===== config.mk =====
export PLATFORM = sky130hd
export DESIGN_NAME = alu_issue
export DESIGN_NICKNAME = d
export VERILOG_FILES = /design/src/rtl/alu_issue.sv
export SDC_FILE = /design/constraint.sdc
export NUM_CORES = 1
export LEC_CHECK = 0
export CAP_MARGIN = 20
export CORE_AREA = 2 2 130 132
export DETAILED_ROUTE_END_ITERATION = 12
export DIE_AREA = 0 0 132 134
export PLACE_DENSITY = 0.68
export SLEW_MARGIN = 40
export SYNTH_ARGS = -nofsm -noshare
export SYNTH_HDL_FRONTEND = slang
export SYNTH_SLANG_ARGS = --single-unit
export TNS_END_PERCENT = 10

===== constraint.sdc =====
create_clock -name clk -period 2.62 [get_ports clk]
set_input_delay 0.524 -clock clk [delete_from_list [all_inputs] [get_ports clk]]
set_output_delay 0.524 -clock clk [all_outputs]
set_load 0.02 [all_outputs]

===== src/rtl/alu_issue.sv =====
`default_nettype none
// ============================================================================
// Module   : alu_issue
// Brief    : MIPS ALU operand decode feeding a 2-entry skid FIFO to the ALU.
// Revision : 1.0
// ============================================================================
module alu_issue (
  input  logic        clk,
  input  logic        rst_n,
  input  logic        in_valid,
  output logic        in_ready,
  input  logic [31:0] instr,
  input  logic [31:0] rs_data,
  input  logic [31:0] rt_data,
  output logic        out_valid,
  input  logic        out_ready,
  output logic [31:0] in1,
  output logic [31:0] in2,
  output logic [3:0]  func,
  output logic        illegal
);

  localparam logic [3:0] c_FN_AND  = 4'b0000;
  localparam logic [3:0] c_FN_OR   = 4'b0001;
  localparam logic [3:0] c_FN_XOR  = 4'b0010;
  localparam logic [3:0] c_FN_ADD  = 4'b0100;
  localparam logic [3:0] c_FN_SLTU = 4'b0110;
  localparam logic [3:0] c_FN_SUB  = 4'b1100;
  localparam logic [3:0] c_FN_SLT  = 4'b1101;

  logic [5:0]  w_op;
  logic [5:0]  w_fn;
  logic [15:0] w_imm;
  logic [31:0] w_sext;
  logic [31:0] w_zext;
  logic [31:0] w_in1;
  logic [31:0] w_in2;
  logic [3:0]  w_func;
  logic        w_ill;
  logic [68:0] w_entry;
  logic        w_push;
  logic        w_pop;
  logic        w_unused;

  logic [68:0] r_mem [0:1];
  logic        r_wr_ptr;
  logic        r_rd_ptr;
  logic [1:0]  r_count;

  assign w_op     = instr[31:26];
  assign w_fn     = instr[5:0];
  assign w_imm    = instr[15:0];
  assign w_sext   = {{16{w_imm[15]}}, w_imm};
  assign w_zext   = {16'h0000, w_imm};
  // Register-number fields are resolved upstream; only opcode/funct/imm matter here.
  assign w_unused = ^{instr[25:16], instr[10:6]};

  always_comb begin
    w_in1  = rs_data;
    w_in2  = rt_data;
    w_func = c_FN_AND;
    w_ill  = 1'b1;
    case (w_op)
      6'h00: begin
        w_ill = 1'b0;
        case (w_fn)
          6'h20, 6'h21: w_func = c_FN_ADD;
          6'h22, 6'h23: w_func = c_FN_SUB;
          6'h24:        w_func = c_FN_AND;
          6'h25:        w_func = c_FN_OR;
          6'h26:        w_func = c_FN_XOR;
          6'h2A:        w_func = c_FN_SLT;
          6'h2B:        w_func = c_FN_SLTU;
          default:      w_ill  = 1'b1;
        endcase
      end
      6'h08, 6'h09: begin w_in2 = w_sext; w_func = c_FN_ADD;  w_ill = 1'b0; end
      6'h0A:        begin w_in2 = w_sext; w_func = c_FN_SLT;  w_ill = 1'b0; end
      6'h0B:        begin w_in2 = w_sext; w_func = c_FN_SLTU; w_ill = 1'b0; end
      6'h0C:        begin w_in2 = w_zext; w_func = c_FN_AND;  w_ill = 1'b0; end
      6'h0D:        begin w_in2 = w_zext; w_func = c_FN_OR;   w_ill = 1'b0; end
      6'h0E:        begin w_in2 = w_zext; w_func = c_FN_XOR;  w_ill = 1'b0; end
      6'h0F: begin
        w_in1  = {w_imm, 16'h0000};
        w_in2  = 32'h0000_0000;
        w_func = c_FN_OR;
        w_ill  = 1'b0;
      end
      default: ;
    endcase
  end

  assign w_entry   = {w_ill, w_func, w_in1, w_in2};
  assign in_ready  = (r_count != 2'd2);
  assign out_valid = (r_count != 2'd0);
  assign w_push    = in_valid && in_ready;
  assign w_pop     = out_valid && out_ready;

  // Storage is cleared on reset so the output fields read as zero afterwards.
  always_ff @(posedge clk or negedge rst_n) begin
    if (!rst_n) begin
      r_mem[0] <= '0;
      r_mem[1] <= '0;
      r_wr_ptr <= 1'b0;
      r_rd_ptr <= 1'b0;
      r_count  <= 2'd0;
    end else begin
      if (w_push) begin
        r_mem[r_wr_ptr] <= w_entry;
        r_wr_ptr        <= ~r_wr_ptr;
      end
      if (w_pop) begin
        r_rd_ptr <= ~r_rd_ptr;
      end
      case ({w_push, w_pop})
        2'b10:   r_count <= r_count + 2'd1;
        2'b01:   r_count <= r_count - 2'd1;
        default: r_count <= r_count;
      endcase
    end
  end

  assign {illegal, func, in1, in2} = r_mem[r_rd_ptr];

endmodule
`default_nettype wire


## Word level (Yosys, flattened, before mapping)

Index checks and enable logic that the tools add are counted.

| word-level totals | value |
|---|---|
| register bits | 142 |
| logic and storage cells | 61 |
| output and inout bits | 71 |
| input port bits | 100 |

| operators by class | value |
|---|---|
| bitwise gates (word level) | 4 |
| equality and inequality tests | 20 |
| magnitude comparators | 3 |
| add/subtract/negate cells | 2 |
| reductions and logical operators | 14 |
| mux-type cells | 13 |

Operators by type and width:

| operator | count |
|---|---|
| $mux 69 | 4 |
| $bwmux 138 | 1 |
| $pmux 32 s3 | 1 |
| $demux 69 s1 | 1 |
| $eq 6x6->1 const B | 9 |
| $eq 6x4->1 const B | 8 |
| $pmux 4 s6 | 2 |
| $mux 32 | 1 |
| $reduce_or 9->1 | 1 |
| $reduce_or 2->1 | 4 |
| $reduce_or 8->1 | 1 |
| $logic_not 6->1 | 1 |
| $ge 2x2->1 const B | 2 |
| $not 1->2 | 2 |
| $pmux 2 s2 | 1 |
| $reduce_bool 2->1 | 2 |
| $reduce_or 4->1 | 1 |
| $logic_and 1x1->1 | 3 |
| $reduce_or 3->1 | 1 |
| $add 2x1->2 const B | 1 |
| $eq 2x1->1 const B | 1 |
| $eq 2x2->1 const B | 1 |
| $lt 2x1->1 const B | 1 |
| $ne 2x2->1 const B | 1 |
| 4 further kinds | 5 |

## Logic depth before layout (Yosys ltp)

Gate-level depths: netlist of the first run.

| depth | value |
|---|---|
| word-level depth | 6 |
| depth in mapped cells | 7 |
| gate-level depth less buffers | 6 |

## Worst setup path after synthesis of the first run

Ideal clock, no wire load.

| timing | value |
|---|---|
| kind | register -> output |
| start point | register r_rd_ptr |
| end point | output port func[0] |
| arrival | 1.281 ns |
| path buffers | 2 |
| required time | 2.096 ns |
| cell stages (with the launch flop) | 4 |
| setup slack | 0.815 ns |
| cells stage by stage | dfrtp_1 > clkbuf_1 > clkbuf_1 > mux2_2 |

| between the ends | value |
|---|---|
| word-level cells in the longest chain between the ends | 4 |

RTL lines:

| item | RTL line | text |
|---|---|---|
| start: declaration | 47 | `logic r_rd_ptr;` |
| start signal: assignment | 113 | `r_rd_ptr <= ~r_rd_ptr;` |
| $not 1->2 (not written as such) | 123 | `assign {illegal, func, in1, in2} = r_mem[r_rd_ptr];` |
| $mux 69 (not written as such) (3 in series) | 123 |  |
| end: declaration | 19 | `output logic [3:0] func,` |

Every way passes these cells. The select of a mux whose other input is x is not followed.

## Worst setup path in the final report of the first run

| timing | value |
|---|---|
| start point | register r_rd_ptr |
| end point | output port in1[28] |

| between the ends | value |
|---|---|
| word-level cells in the longest chain between the ends | 4 |

RTL lines:

| item | RTL line | text |
|---|---|---|
| $not 1->2 (not written as such) | 123 |  |
| $mux 69 (not written as such) (3 in series) | 123 |  |
| end: declaration | 17 | `output logic [31:0] in1,` |

Every way passes these cells. The select of a mux whose other input is x is not followed.

==> impl_metrics.json, run 1 <==
{
  "status": "completed",
  "relSlewSlack_pct": 59.3,
  "gr-total-overflow": 0,
  "dieHeight_microns": 134,
  "drt_iter0_markers": 320,
  "cp.buffers_inverters": 2,
  "critPathLaunchType": "flip-flop",
  "synthTopCellsByCount": "nand2_1, dfrtp_1, o21ai_0",
  "internal-power_mw": 7.11,
  "clock_latency_ps": 420,
  "p_sw_share_pct": 36.9,
  "drtPass1Iterations": 5,
  "yosysTopAreaCellShare_pct": 54.4,
  "first_global_vias": 5613,
  "grt_max_degree": 93,
  "dpl.cell_count": 1008,
  "synth_area_leaders": "dfrtp_1, mux2_2, nand2_1",
  "max_freq_mhz": 388,
  "crit_path_end_kind": "output port",
  "drive_above_1_share_pct": 15.2,
  "vias": 5381,
  "syn_avg_cell_area_sq_um": 9.86,
  "instances_no_fill": 1040,
  "cts_buffers": 17,
  "finalCoreUtilization_pct": 55.1,
  "yosys.area.top_type": "dfrtp_1",
  "drv_slew": 0,
  "die_w_microns": 132,
  "pwr-share-seq_pct": 32.9,
  "htreeDepth": 4,
  "total_power_mw": 11.3,
  "vias_per_cell": 5.17,
  "hp-class": "input pin to asynchronous set/reset pin",
  "timing.rr.end": "r_mem[124]",
  "fin_crit_ps": 2580,
  "combPwrFrac_pct": 48.1,
  "p_switching_mw": 4.15,
  "synth.distinct_cells": 41,
  "cpLargestDelayFamily": "buffers and inverters",
  "path_cells": "buf_16 > mux2_2 > clkdlybuf4s50_1",
  "netlist_area_sq_um": 6530,
  "leakage_nw": 3.98,
  "clk_pin_slew_ps": 60,
  "cp-startpoint": "r_rd_ptr",
  "path_class": "flip-flop to output port",
  "timing.final.crit_share_pct": 98.3,
  "initial_core_util_pct": 40.1,
  "reg2reg_depth": 5,
  "antenna_found_initial": 0,
  "cts_tree": "done",
  "drc": 0,
  "io_pins": 171,
  "clockPowerShare_pct": 19.1,
  "diodes": 0,
  "cts.sinks": 142,
  "cts_root_buf": "clkbuf_16",
  "grt_pass1_wl_mm": 27.8,
  "arrival_ps": 2050,
  "timing_hold_violations_final": 0,
  "grt_use_total_pct": 19.8,
  "num_rows": 47,
  "crit_path_max_fanout": 38,
  "dieArea_sq_um": 17700,
  "place.gp.congestion": 0.812,
  "setup_viol": 0,
  "r2r_slack_ps": 920,
  "dp_hpwl_mm": 11.4,
  "ys_seq_area_share_pct": 54.4,
  "synthToLayoutAreaGrowth_pct": 37.5,
  "p_per_area_nw_per_um2": 1260,
  "avgRoutedWirePerCell_microns": 16.4,
  "ant_nets": 0,
  "synth_enable_flop_cells": 0,
  "yosysWarnings": 0,
  "finalNetCount": 908,
  "syn_nets": 763,
  "maxCapViolations": 0,
  "postCtsSetupBuffers": 0,
  "synthCells": 662,
  "stdcell_area_sq_um": 8980,
  "coreArea_sq_um": 16300,
  "r2r_start": "r_count[0]",
  "tightest_slew_ps": 604,
  "finalSetupTns_ps": 0,
  "place.port_buffers": 160,
  "dpl_cell_area_sq_um": 8420,
  "crit_required_ps": 2100,
  "totalWireLength_mm": 17.0,
  "crit_cells": 3,
  "fin_skew_ps": 3.99,
  "cts.path.max_buffers": 2,
  "async_flop_share_pct": 100,
  "yosysMostFrequentCell": "nand2_1",
  "endpoint": "in1[28]",
  "cpPeakStageDelay_ps": 540,
  "yosys_register_bits": 142,
  "max-vdd-ir-drop_mv": 0.785,
  "synthFlopType": "dfrtp_1",
  "crit_slowest_cell": "clkdlybuf4s50_1"
}
==> state kept, by name, summed over array words and instances, names as in the netlist <==
signal,count
r_count,2
r_mem,138
r_rd_ptr,1
r_wr_ptr,1
==> kinds of logic (layout without fill, tap and decap cells) <==
kind of cell / after synthesis / after routing / synth area share (%)
flip-flops: 142 / 142 / 54.4
AND/OR/NAND/NOR: 212 / 212 / 13.5
XOR/XNOR: 5 / 5 / 0.671
multiplexers: 73 / 73 / 12.6
adder cells (fa/ha/maj): 1 / 1 / 0.192
buffers and inverters: 53 / 211 / 3.37
AO/OA/AOI/OAI: 176 / 176 / 15.2
==> power by group through the flow <==
stage | clock network [mW] | registers, mW | logic, mW
floorplan | 0 | 3.56 | 3.31
global placement | 0 | 3.65 | 5.38
detailed placement | 0 | 3.73 | 5.48
CTS | 2.19 | 3.70 | 5.53
global route | 2.29 | 3.82 | 5.88
finish | 2.15 | 3.70 | 5.42
==> per-layer routing <==
layer	track usage, %	part of all wire, %
met5	0	0
met4	7.43	1.8
met3	5.29	6.4
met2	32.2	47
met1	25.4	45
==> final cells by class <==
class | instances | area, sq um
Clock buffer | 26 | 489
Sequential cell | 142 | 3560
Clock inverter | 6 | 35.0
Fill cell | 1415 | 7310
Timing Repair Buffer | 178 | 1850
Inverter | 1 | 3.75
Tap cell | 220 | 275
Multi-Input combinational cell | 467 | 2770
==> repair_timing <==
item                                    4_1_cts  5_1_grt
hold buffers                                  0        0
gates cloned                                  0        0
gates resized for setup                       3       12
endpoints found under the setup margin        2       12
==> cell usage in the layout, fill, tap and decap left out, types with 2 or more instances in the layout <==
master           count
a22oi_1             16
buf_4               12
clkdlybuf4s50_1    145
xor2_1               2
dlymetal6s2s_1      12
a31oi_1             34
nor2_1              35
o21ai_1              7
dlygate4sd2_1        2
o21ai_0             96
dfrtp_1            141
nor4_1               2
nand2_1            156
buf_12               5
and3b_1              2
nand2b_1             2
mux2_2              73
clkbuf_1             6
xnor2_1              3
clkbuf_8             3
a21oi_1             18
clkbuf_16           17
clkinv_2             4
clkinvlp_4           2
==> how the worst min path moves through the flow <==
| stage | to | slack (ps) |
|---|---|---|
| floorplan | r_count[0] | 230 |
| global placement | r_mem[33] | 460 |
| detailed placement | r_mem[44] | 460 |
| CTS | r_mem[42] | 70 |
| global route | r_mem[42] | 90 |
| finish | r_mem[42] | 50 |
==> through the flow <==
stage               hold slack (ps)  setup WS (ps)
global route                   87.1          -1.33
finish                         49.7           43.7
CTS                            74.6           4.23
floorplan                       228            815
global placement                456            265
detailed placement              465            222
Power figures use the tool's default switching activity.
==> run 2: changes to the inputs <==
- ABC_AREA: not set -> 1
- CORE_AREA: 2 2 130 132 -> 2 2 133 135
- DIE_AREA: 0 0 132 134 -> 0 0 135 137
==> impl_metrics.json, run 2 <==
{
  "status": "completed",
  "grt_use_total_pct": 20.7,
  "cts_tree": "done",
  "async_flop_share_pct": 100,
  "ant_nets": 0,
  "synthTopCellsByCount": "nand2_1, dfrtp_1, o21ai_0",
  "first_global_vias": 6014,
  "yosys_register_bits": 142,
  "setup_ws_ps": 84.9,
  "fin_crit_ps": 2540,
  "p_per_area_nw_per_um2": 1240,
  "cts.sinks": 142,
  "maxCapViolations": 0,
  "finalSetupTns_ps": 0,
  "cts_buffers": 17,
  "relSlewSlack_pct": 54.9,
  "synth.distinct_cells": 29,
  "place.port_buffers": 160,
  "grt_max_degree": 85,
  "syn_avg_cell_area_sq_um": 7.37,
  "clock_latency_ps": 420,
  "tightest_slew_ps": 677,
  "gr-total-overflow": 0,
  "arrival_ps": 2010,
  "place.gp.congestion": 0.837,
  "cp.buffers_inverters": 2,
  "crit_required_ps": 2100,
  "rsz0062_at_grt": "false",
  "drt_iter0_markers": 442,
  "vias_per_cell": 4.81,
  "synthToLayoutAreaGrowth_pct": 35.4,
  "top_register": "r_mem",
  "hold_ws_ps": 123,
  "setup_viol": 0,
  "antenna_found_initial": 0,
  "dieArea_sq_um": 18500,
  "max-vdd-ir-drop_mv": 0.723,
  "dp_hpwl_mm": 12.2,
  "num_rows": 48,
  "hold_buffers": 0,
  "timing_hold_violations_final": 0,
  "yosysMostFrequentCell": "nand2_1",
  "cts_root_buf": "clkbuf_16",
  "hp-class": "input pin to asynchronous set/reset pin",
  "cts.path.max_buffers": 2,
  "coreArea_sq_um": 17100,
  "path_class": "flip-flop to output port",
  "postCtsSetupBuffers": 0,
  "max_freq_mhz": 394,
  "yosys.area.top_type": "dfrtp_1",
  "die_w_microns": 135,
  "crit_path_max_fanout": 26,
  "finalNetCount": 1176,
  "cpPeakStageDelay_ps": 650,
  "synth_enable_flop_cells": 0,
  "clk_pin_slew_ps": 60,
  "largest_register_ffs": 138,
  "critPathLaunchType": "flip-flop",
  "fin_skew_ps": 5.06,
  "diodes": 0,
  "htreeDepth": 4,
  "synthCells": 937,
  "path_cells": "buf_4 > o21ai_0 > clkdlybuf4s50_1",
  "crit_slowest_cell": "clkdlybuf4s50_1",
  "drv_slew": 0,
  "dieHeight_microns": 137,
  "crit_path_end_kind": "output port",
  "ys_seq_area_share_pct": 51.5,
  "synth_area_leaders": "dfrtp_1, nand2_1, o21ai_0",
  "leakage_nw": 4.76,
  "layout_common_cells": "nand2_1, clkdlybuf4s50_1, dfrtp_1",
  "vias": 6313,
  "yosysWarnings": 0,
  "initial_core_util_pct": 40.5,
  "final_common_cell": "nand2_1",
  "stdcell_area_sq_um": 9340,
  "drive_above_1_share_pct": 5.98,
  "yosysTopAreaCellShare_pct": 51.5,
  "dpl_cell_area_sq_um": 8710,
  "timing.final.crit_share_pct": 96.8,
  "cpLargestDelayFamily": "buffers and inverters",
  "synthFlopType": "dfrtp_1",
  "grt_pass1_wl_mm": 29.9,
  "top_regs": "r_mem (138), r_count (2)",
  "dp_slack_ps": 391,
  "ctsResizeCount": 0,
  "drc": 0,
  "drtPass1Iterations": 6,
  "avgRoutedWirePerCell_microns": 14.2,
  "netlist_area_sq_um": 6900,
  "totalWireLength_mm": 18.6,
  "syn_nets": 1038,
  "io_pins": 171,
  "total_power_mw": 11.6
}
run 2: changes by cell type after synthesis, moves of 16 or more:
cell,delta
mux2_2,-73
buf_2,+24
a31oi_1,-34
a22oi_1,-16
clkbuf_1,-26
inv_1,+43
nand2_1,+351
run 2: metal layers:
layer / GRT usage (%) / wire length, microns
met1: 28.0 / 8490
met2: 31.6 / 8480
met3: 5.19 / 1110
met4: 8.97 / 528
met5: 0 / 0
run 2: cells by family (layout without fill, tap and decap cells):
group / after synthesis / in the layout / synth area share, %
AO/OA/AOI/OAI: 138 / 138 / 10.4
XOR/XNOR: 3 / 3 / 0.381
adder cells (fa/ha/maj): 1 / 1 / 0.181
buffers and inverters: 103 / 253 / 6.73
flip-flops: 142 / 142 / 51.5
AND/OR/NAND/NOR: 550 / 550 / 30.9
run 2: path summary, 6_finish.rpt:
| kind | from | endpoint | slack [ps] | cells after the start |
|---|---|---|---|---|
| max reg2reg | r_count[0] | r_count[1] | 1080 | 8 |
| min in group clk | r_mem[67] | r_mem[67] | 480 | 2 |
| max in group asynchronous | rst_n | r_mem[13] | 1850 | 2 |
| min reg2reg | r_mem[67] | r_mem[67] | 480 | 2 |
| max | r_rd_ptr | in2[21] | 80 | 3 |
| min | rst_n | r_mem[87] | 120 | 1 |
run 2: cell type report:
cell class / instances / area (sq um)
Sequential cell: 142 / 3550
Inverter: 49 / 186
Fill cell: 1646 / 7710
Multi-Input combinational cell: 692 / 2900
Clock inverter: 11 / 164
Clock buffer: 20 / 467
Timing Repair Buffer: 173 / 1790
Tap cell: 225 / 282
run 2: worst reg2reg max path: stages (launching register included):
cell and delay, ps:
dfrtp_1 420, inv_2 90, nand2_1 70, nand2_1 100, inv_1 60, ha_1 300, a21oi_1 110, o21ai_0 120
xor2_1 160
run 2: metrics by stage:
step	cells	util [%]
after floorplan	937	-
after global placement	1281	51.0
after detailed placement	1281	51.0
after CTS	1312	54.7
after global routing	1312	54.8
final	1312	54.8
run 2: power breakdown:
group / switching, mW / internal (mW)
logic: 3.13 / 2.24
clock network: 0.909 / 1.66
registers: 0.489 / 3.19
==> run 3: changes to the inputs <==
- SKIP_LAST_GASP: not set -> 1
==> results of run 3 <==
The final DEF is identical to that of run 2; final timing and power are the same.
==> edit, RTL diff (flow settings as in run 1) <==
Make the reset (`rst_n`) synchronous in one clocked block.
--- a/src/rtl/alu_issue.sv
+++ b/src/rtl/alu_issue.sv
@@ -97,7 +97,7 @@
   assign w_pop     = out_valid && out_ready;
 
   // Storage is cleared on reset so the output fields read as zero afterwards.
-  always_ff @(posedge clk or negedge rst_n) begin
+  always_ff @(posedge clk) begin
     if (!rst_n) begin
       r_mem[0] <= '0;
       r_mem[1] <= '0;
Behaviour: differs if rst_n is asserted again (counterexample within 4 cycles, from zero or initial values and one cycle with rst_n low); with rst_n held inactive, the same outputs for 4 cycles.
==> edit against run 1 <==
  * Design area increased by 1.2%
  * Setup slack improved by 0.032 ns
  * Power decreased by 28%
  * Wire length is 9.5% lower
  * Area after synthesis rose by 0.23%
  * Die area did not move
  * Sequential cell count rose by 1
  * Hold slack better by 0.48 ns
  * Combinational power is 50% lower
  * Non-clock buffer count grew 1
  * Synthesized cell count decreased by 26%
  * Clock skew increased by 0.00053 ns
  * Largest cell class unchanged
==> edit: results (changes against run 1) <==
| Metric | Value |
|---|---|
| Status | `finished clean` |
| Hold_ws | `0.532 ns (+0.482 ns)` |
| Library cells used by synthesis | `40 (-2.4%)` |
| PortBufs | `160 (unchanged)` |
| Synth cell count leaders | `edfxtp_1 (138), nor2_1 (79), mux2_2 (69)` |
| Peak supply drop | `0.444 mV (-43%)` |
| Ant. Diodes | `0 (unchanged)` |
| Reg clk slew, reported paths | `0.06 ns (about the same)` |
| DR pass1 iterations | `5 (unchanged)` |
| Leak | `3.31 nW (-17%)` |
| Resize count post-CTS | `0 (-3)` |
| GRT Util Overall | `17.8% (-2.0 points)` |
| DR iter-0 viols | `206 (-36%)` |
| Synth async-reset ratio | `0% (-100 points)` |
| Vias in the first global route | `4634 (-17%)` |
| Number of synthesized flops with an enable pin | `138 (+138)` |
| Fill cell count | `1300 (-8.1%)` |
| Synthesized net count | `590 (-23%)` |
| Initial antenna violation count | `1 (+1)` |
| Post-synthesis sequential area ratio | `64.9% (+10 points)` |
| GR Layer Usage met1 | `21.1% (-4.4 points)` |
| # Post-CTS Setup Buffers | `0 (unchanged)` |
| Clk_skew | `0.00452 ns (+0.000532 ns)` |
| Max clock buf depth | `2 (unchanged)` |
| Synth area leaders | `edfxtp_1 (63%), mux2_2 (12%), nor2_1 (4.5%)` |
| First-pass GRT wire length | `24100 um (-13%)` |
| Switching portion of total power | `29.3% (-7.6 points)` |
| Met2 Track Usage GR | `30.7% (-1.5 points)` |
| Share of post-route cells with drive strength above 1 | `18.7% (+3.5 points)` |
| Detail Placement HPWL | `10300 um (-9.9%)` |
| Final wirelength | `15400 um (-9.5%)` |
| Crit-path max FO | `50 (+32%)` |
| Grt met3 use | `6.12% (+0.83 points)` |
| Min-delay worst type | `reg2reg` |
| Arrival @ worst endpoint | `2.02 ns (-0.03 ns)` |
| Worst slew margin | `58.4% (-0.92 points)` |
| Cell accounting for the most synthesized area | `edfxtp_1` |
| Flop2flop setup slack | `0.79 ns (-0.13 ns)` |
| Nets | `755 (-17%)` |
| Vias per cell | `4.99 (-3.6%)` |
| GPL Wtd Cong | `0.802 (-1.2%)` |
| Largest net degree at the start of global routing | `54 (-42%)` |
| R2r startpoint | `r_count[0]` |
| Placed cell area | `8490 um2 (+0.86%)` |
==> edit: final timing paths <==
check	to	depth (start not counted)
hold reg to reg	r_count[1]	2
setup / recovery	in2[17]	3
setup reg to reg	r_mem[1][13]	5
hold / removal	r_count[1]	2
==> edit: cells by family after synthesis <==
family / count (synthesis) / synth area share (%)
muxes: 85 / 14.3
DFF: 143 / 64.9
AOI/OAI and AO/OA: 61 / 5.64
buffers and inverters: 34 / 2.56
and+or+nand+nor: 160 / 11.8
adders and majority gates: 1 / 0.191
xor gates and xnor gates: 5 / 0.669
==> edit: per-stage QoR <==
stage / std cells / total power [mW] / util (%) / setup WS (ns) / setup TNS [ns]
finish: 887 / 8.16 / 55.8 / 0.0755 / 0
global placement: 855 / 5.77 / 52.1 / 0.0372 / 0
floorplan: 489 / 4.57 / - / -0.0205 / -1.41
CTS: 887 / 8.23 / 55.8 / 0.0362 / 0
global route: 887 / 8.48 / 55.8 / 0.00424 / 0
detailed placement: 855 / 5.81 / 52.1 / -0.0332 / -0.0656
==> edit: cell type report <==
class	count	area share, %
Timing Repair Buffer	179	19.9
Multi-Input combinational cell	312	23.7
Tap cell	220	3.03
Clock buffer	18	4.72
Inverter	1	0.0413
Sequential cell	143	46.8
Clock inverter	14	1.85
==> edit: power by group through the flow <==
stage | Clock (mW) | Sequential, mW | Combinational [mW]
6_report | 2.42 | 3.03 | 2.71
5_1_grt | 2.55 | 3.07 | 2.87
4_1_cts | 2.45 | 3.03 | 2.75
3_5_place_dp | 0 | 3.08 | 2.73
3_3_place_gp | 0 | 3.06 | 2.71
2_1_floorplan | 0 | 3.04 | 1.53
==> edit: metal layers <==
metal	vias up	wire length, um
li1	2120	-
met4	0	189
met3	17	1190
met2	165	7510
met1	2123	6510
met5	-	0
==> edit: worst max-delay path, stage by stage, from the launching register on <==
cell and delay, ns:
dfxtp_4 0.36, buf_12 0.26, mux2_2 0.37, clkdlybuf4s50_1 0.57
